$ cat src/rtl/dropout_pkg.sv
// Shared constants, lane/mask/beat types and the saturating shift helper for the
// dropout gradient gate.
package dropout_pkg;

   localparam int LANES       = 8;
   localparam int DATA_W      = 8;
   localparam int DEPTH       = 16;
   localparam int SCALE_SHIFT = 1;

   typedef logic signed [DATA_W-1:0] lane_t;
   typedef logic [LANES-1:0]         mask_t;
   typedef lane_t [LANES-1:0]        beat_t;

   // Sign-extend to double width, shift, then clamp if the upper bits no longer
   // agree with the result's sign bit. Valid for shift < DATA_W.
   function automatic lane_t sat_shl(input lane_t x, input int unsigned shift);
      logic [2*DATA_W-1:0] wide;
      lane_t               res;
      wide = {{DATA_W{x[DATA_W-1]}}, x} << shift;
      if ((wide[2*DATA_W-1:DATA_W-1] == {(DATA_W+1){1'b0}}) ||
          (wide[2*DATA_W-1:DATA_W-1] == {(DATA_W+1){1'b1}})) begin
         res = lane_t'(wide[DATA_W-1:0]);
      end else if (wide[2*DATA_W-1]) begin
         res = {1'b1, {(DATA_W-1){1'b0}}};
      end else begin
         res = {1'b0, {(DATA_W-1){1'b1}}};
      end
      return res;
   endfunction

endpackage

$ cat src/rtl/dropout_mask_stack.sv
// LIFO of keep masks: push writes above the top, pop exposes the current top,
// and a simultaneous push+pop overwrites the slot being freed.
module dropout_mask_stack
   import dropout_pkg::*;
#(
   parameter int DEPTH = 16
) (
   input  logic                   clk,
   input  logic                   rst,
   input  logic                   clear,
   input  logic                   push,
   input  logic                   pop,
   input  mask_t                  push_data,
   output mask_t                  top,
   output logic [$clog2(DEPTH):0] count,
   output logic                   empty,
   output logic                   full
);

   localparam int AW = $clog2(DEPTH);

   mask_t           mem_q [DEPTH];
   logic [AW:0]     count_q, count_d;
   logic [AW-1:0]   top_ptr_s, wr_ptr_s;

   assign empty     = (count_q == {(AW+1){1'b0}});
   assign full      = (count_q == (AW+1)'(DEPTH));
   assign top_ptr_s = count_q[AW-1:0] - {{(AW-1){1'b0}}, 1'b1};
   assign top       = empty ? {LANES{1'b0}} : mem_q[top_ptr_s];
   assign count     = count_q;

   always_comb begin
      wr_ptr_s = count_q[AW-1:0];
      count_d  = count_q;
      if (clear) begin
         count_d = {(AW+1){1'b0}};
      end else begin
         case ({push, pop})
            2'b10:   count_d = count_q + {{AW{1'b0}}, 1'b1};
            2'b01:   count_d = empty ? count_q : count_q - {{AW{1'b0}}, 1'b1};
            2'b11: begin
               // A pop on an empty stack frees nothing, so the push lands at slot 0.
               if (empty) begin
                  count_d = {{AW{1'b0}}, 1'b1};
               end else begin
                  wr_ptr_s = top_ptr_s;
               end
            end
            default: count_d = count_q;
         endcase
      end
   end

   always_ff @(posedge clk) begin
      if (push && !clear) begin
         mem_q[wr_ptr_s] <= push_data;
      end
   end

   always_ff @(posedge clk or posedge rst) begin
      if (rst) begin
         count_q <= {(AW+1){1'b0}};
      end else begin
         count_q <= count_d;
      end
   end

endmodule

$ cat src/rtl/dropout_grad_gate.sv
// Backward dropout gate: pops keep masks in reverse order and zeroes dropped lanes of
// each gradient beat. Define DROPOUT_GRAD_SCALE_EN to also saturate-shift kept lanes.
module dropout_grad_gate
   import dropout_pkg::*;
#(
   parameter int LANES       = dropout_pkg::LANES,
   parameter int DATA_W      = dropout_pkg::DATA_W,
   parameter int DEPTH       = dropout_pkg::DEPTH,
   parameter int SCALE_SHIFT = dropout_pkg::SCALE_SHIFT
) (
   input  logic                      clk,
   input  logic                      rst,
   input  logic                      clear,
   input  logic                      mask_valid,
   output logic                      mask_ready,
   input  logic [LANES-1:0]          mask_data,
   input  logic                      grad_valid,
   output logic                      grad_ready,
   input  logic [LANES*DATA_W-1:0]   grad_data,
   output logic                      out_valid,
   input  logic                      out_ready,
   output logic [LANES*DATA_W-1:0]   out_data,
   output logic [LANES-1:0]          out_mask,
   output logic [$clog2(DEPTH):0]    count,
   output logic                      underflow
);

`ifdef DROPOUT_GRAD_SCALE_EN
   localparam int unsigned EFF_SHIFT = SCALE_SHIFT;
`else
   localparam int unsigned EFF_SHIFT = 0;
`endif

   logic                    push_s, pop_s, empty_s, full_s;
   mask_t                   top_s;
   logic [LANES*DATA_W-1:0] gated_s;

   logic                    out_valid_q, out_valid_d;
   logic [LANES*DATA_W-1:0] out_data_q, out_data_d;
   logic [LANES-1:0]        out_mask_q, out_mask_d;
   logic                    underflow_q, underflow_d;

   assign mask_ready = !full_s && !clear;
   assign grad_ready = (!out_valid_q || out_ready) && !clear;
   assign push_s     = mask_valid && mask_ready;
   assign pop_s      = grad_valid && grad_ready;

   dropout_mask_stack #(.DEPTH(DEPTH)) u_stack (
      .clk       (clk),
      .rst       (rst),
      .clear     (clear),
      .push      (push_s),
      .pop       (pop_s),
      .push_data (mask_data),
      .top       (top_s),
      .count     (count),
      .empty     (empty_s),
      .full      (full_s)
   );

   // An empty stack reads back as an all-zero mask, so underflow beats come out as zeros.
   always_comb begin
      gated_s = {(LANES*DATA_W){1'b0}};
      for (int i = 0; i < LANES; i++) begin
         if (top_s[i]) begin
            gated_s[i*DATA_W +: DATA_W] = sat_shl(lane_t'(grad_data[i*DATA_W +: DATA_W]), EFF_SHIFT);
         end else begin
            gated_s[i*DATA_W +: DATA_W] = {DATA_W{1'b0}};
         end
      end
   end

   always_comb begin
      out_valid_d = out_valid_q;
      out_data_d  = out_data_q;
      out_mask_d  = out_mask_q;
      underflow_d = underflow_q;
      if (pop_s) begin
         out_valid_d = 1'b1;
         out_data_d  = gated_s;
         out_mask_d  = top_s;
      end else if (out_ready) begin
         out_valid_d = 1'b0;
      end else begin
         out_valid_d = out_valid_q;
      end
      if (clear) begin
         underflow_d = 1'b0;
      end else if (pop_s && empty_s) begin
         underflow_d = 1'b1;
      end else begin
         underflow_d = underflow_q;
      end
   end

   always_ff @(posedge clk or posedge rst) begin
      if (rst) begin
         out_valid_q <= 1'b0;
         out_data_q  <= {(LANES*DATA_W){1'b0}};
         out_mask_q  <= {LANES{1'b0}};
         underflow_q <= 1'b0;
      end else begin
         out_valid_q <= out_valid_d;
         out_data_q  <= out_data_d;
         out_mask_q  <= out_mask_d;
         underflow_q <= underflow_d;
      end
   end

   assign out_valid = out_valid_q;
   assign out_data  = out_data_q;
   assign out_mask  = out_mask_q;
   assign underflow = underflow_q;

endmodule

$ cat config.mk
export PLATFORM = sky130hd
export DESIGN_NAME = dropout_grad_gate
export DESIGN_NICKNAME = d
export VERILOG_FILES = /design/src/rtl/dropout_pkg.sv /design/src/rtl/dropout_mask_stack.sv /design/src/rtl/dropout_grad_gate.sv
export SDC_FILE = /design/constraint.sdc
export NUM_CORES = 1
export LEC_CHECK = 0
export ABC_AREA = 1
export BUFFER_PORTS_ARGS = -buffer_cell sky130_fd_sc_hd__buf_2
export CORE_MARGIN = 2
export CORE_UTILIZATION = 51
export DETAILED_ROUTE_END_ITERATION = 12
export PLACE_DENSITY = 0.77
export SLEW_MARGIN = 20
export SYNTH_ARGS = -nofsm -noshare
export SYNTH_HDL_FRONTEND = slang
export SYNTH_SLANG_ARGS = --single-unit
$ cat constraint.sdc
create_clock -name clk -period 2.35 [get_ports clk]
set_input_delay 0.235 -clock clk [delete_from_list [all_inputs] [get_ports clk]]
set_output_delay 0.235 -clock clk [all_outputs]
set_load 0.05 [all_outputs]
==> flow_summary.toml <==
[global_routing]
use_met1_pct = 33.19
grtUsageMet3_pct = 4.423
grt-busiest-layer = "met2"
antenna_found_initial = 0
grt_max_degree = 80
gr-total-overflow = 0
grt_usage_pct = 25.28
grt_pass1_vias = 6811
grt_util_met2_pct = 41.83
grt_pass1_wl_um = 36640

[worst_setup_path]
cp_top_family = "simple AND/OR/NAND/NOR gates"
crit_path_start_kind = "flip-flop"
path_cells = "inv_1 > ha_4 > nand3_2 > nand2_2 > nor2_4 > o21ai_1 > nand2_2 > nor2_4"
worstSetupPathType = "flip-flop to flip-flop"
cp_max_fo = 8
crit_cells = 8
crit_slowest_cell = "dfrtp_2"
reg2reg_slack_ps = 40
cpPeakStageDelay_ps = 440
cp.arrival_ps = 2480
startpoint = "u_stack.count[1]"
endpoint_kind = "flip-flop"
timing.rr.start = "u_stack.count[1]"
required_ps = 2520
critPathBufInv = 1
worstReg2RegEnd = "u_stack.mem_q[4][3]"
r2r_cells = 8

[placement]
gp_congestion = 0.8391
placed_area_mm2 = 0.01029
io_buffers = 158
dpl.hpwl_um = 15230

[die]
pin_count = 159
dieArea_mm2 = 0.01902
rows = 48
die_height_um = 137.9
coreArea_mm2 = 0.01742
start_util_pct = 52.52
dieWidth_um = 137.9

[sta]
fin_worst_skew_ps = 17.12
rsz0062_at_grt = "true"
slew_viol_final = 0
final.setup.tns_ps = 0
setup_viol = 0
period_needed_ps = 2310
fmaxAchievable_mhz = 433.0
max_slew_margin_pct = 48.07
hold_ws_ps = -6.354
tightest_slew_ps = 778.9
hold_viol_final = 1
post-route-period-util_pct = 98.28

[clock_network]
clk_latency_ps = 510
cts_setup_buffers = 0
cts_made_buffers = 22
cts_tree = "yes"
root_buffer = "clkbuf_16"
cts_max_path_buffers = 3
clk_pin_slew_worst_paths_ps = 60
cts.sinks = 207
ctsResizeCount = 0
htreeDepth = 1

[hold_path]
hold_path_class = "input pin to flip-flop"
min-delay-start = "grad_data[20]"
min_to = "out_data[20]"
hold_depth = 3

[yosys]
synth_flop_cell = "edfxtp_1"
synth_warnings = 0
synth_edf_count = 128
syn-cell-area_mm2 = 0.009148
yosysSeqAreaShare_pct = 63.63
synth_cell_types = 32
async_reset_ff_share_pct = 38.16
syn_area_per_cell_um2 = 10.81
syn-num-nets = 930
syn_inst = 846
synth-seq-cells = 207

[drt]
finalWirelength_um = 24210
vias = 7183
vias_per_cell = 5.560
drt-pass1-iter-count = 5
first_iter_violations = 752
wire_per_inst_um = 18.74
drc = 0
antenna_left = 0

[power]
peakVddDrop_v = 0.0009206
p_leak_nw = 5.176
power_density_mw_per_mm2 = 1394

[layout]
diodes = 0
area_growth_pct = 26.32
nFillCells = 1234
regArea_mm2 = 0.005823
nets = 1135
utilization_pct = 66.34
drive_above_1_share_pct = 28.96
multi_input_area_mm2 = 0.003146
fin_area_mm2 = 0.01155

[run_status]
status = "finished with violations"
violations = "hold timing"

[job]
maxCapViolations = 0
cell type report:
| cell class | instances | share of cell area (%) |
|---|---|---|
| clock buffer | 23 | 4.981 |
| clock inverter | 17 | 1.798 |
| sequential | 207 | 50.40 |
| multi-input combinational | 574 | 27.22 |
| inverter | 23 | 0.8446 |
| timing repair buffer | 223 | 12.32 |
| tap | 225 | 2.436 |
sequential cells by signal (all words and copies together) (netlist names):
name	cells
underflow	1
out_valid	1
out_mask	8
out_data	64
u_stack.mem_q	128
u_stack.count	5
metrics by stage:
| stage | setup slack, ps | hold slack, ps | cells | total power [mW] |
|---|---|---|---|---|
| 6_report | 40.47 | -6.354 | 1292 | 16.11 |
| 5_1_grt | -29.80 | 10.68 | 1292 | 16.84 |
| 4_1_cts | 73.91 | 1.258 | 1292 | 16.05 |
| 3_5_place_dp | 136.9 | 389.2 | 1204 | 12.28 |
| 3_3_place_gp | 199.1 | 380.6 | 1204 | 12.18 |
| 2_1_floorplan | -2.355 | 333.9 | 846 | 10.41 |
repair_timing:
item	in CTS	in global routing
setup endpoints to repair	0	47
hold buffers	48	0
endpoints found under the hold margin	126	0
cells in the mapped netlist (2+ instances only):
cell type  number  area share, %
edfxtp_1      128             42
o21bai_1        2           0.16
nor2_2          2           0.14
nand3_2        30            3.3
dfrtp_1        79             22
buf_2          26            1.4
clkbuf_1        6           0.25
o21ai_1         2           0.11
nand3_1        95            5.2
nand4_1        57            3.9
nand2_2        10           0.68
nand2_1       320             13
nor2_1         20           0.82
ha_1            5           0.68
inv_4           3           0.21
inv_2           5           0.21
buf_4           6           0.49
xnor2_1         2           0.19
nor2_4          2           0.25
nand3_4        13            2.5
o21ai_0         5           0.27
a21oi_1         2           0.11
buf_6           3           0.37
inv_1          15           0.62
logic make-up after synthesis:
family | count (synthesis) | share of synthesized area, %
DFF | 207 | 63.63
AOI/OAI and AO/OA | 11 | 0.6565
buffers and inverters | 65 | 3.775
and+or+nand+nor | 553 | 30.37
adders and majority gates | 6 | 0.9028
xor gates and xnor gates | 4 | 0.6703
worst register-to-register path: cells and delay by family, from the launching register on:
kind	cells	cell delay [ps]
compound gates	1	290
fa+ha+maj	1	160
buf+inv	1	110
flops	1	440
simple gates	5	970
report_power, final:
part | switching [mW] | internal (mW)
Clock | 1.46 | 2.24
Combinational | 5.71 | 1.90
Sequential | 0.328 | 4.47
Total | 7.50 | 8.61
layer usage:
layer	routed length (µm)	share of wire [%]	up-vias
met1	9892	41	3388
met3	2092	8.6	77
met2	11290	47	391
met4	936	3.9	0
met5	0	0	-
li1	-	-	3327
cells in the final DEF, fill, tap and decap left out, types with 2 or more instances in the layout:
cell type,n
bufinv_16,4
inv_2,5
inv_4,3
clkinvlp_4,6
buf_2,158
dfrtp_1,77
buf_12,2
nor2_1,4
nor2_4,19
clkbuf_16,23
o21ai_1,2
o21bai_1,2
xnor2_1,2
ha_4,2
nand4_1,57
edfxtp_1,128
buf_4,15
ha_1,3
inv_6,3
clkinv_2,2
nand2_1,317
dlygate4sd3_1,48
dfrtp_2,2
nand3_1,95
o21ai_0,5
nand3_4,13
clkinvlp_2,2
nand2_2,13
nand3_2,30
inv_1,14
worst max path at each step:
stage,endpoint,slack [ps]
floorplan,u_stack.count[4],-2
global placement,u_stack.mem_q[4][4],200
detailed placement,u_stack.mem_q[4][4],140
CTS,u_stack.mem_q[4][3],70
global route,u_stack.mem_q[1][4],-30
finish,u_stack.mem_q[4][3],40
Note: power is estimated with default switching activity, not from simulation.
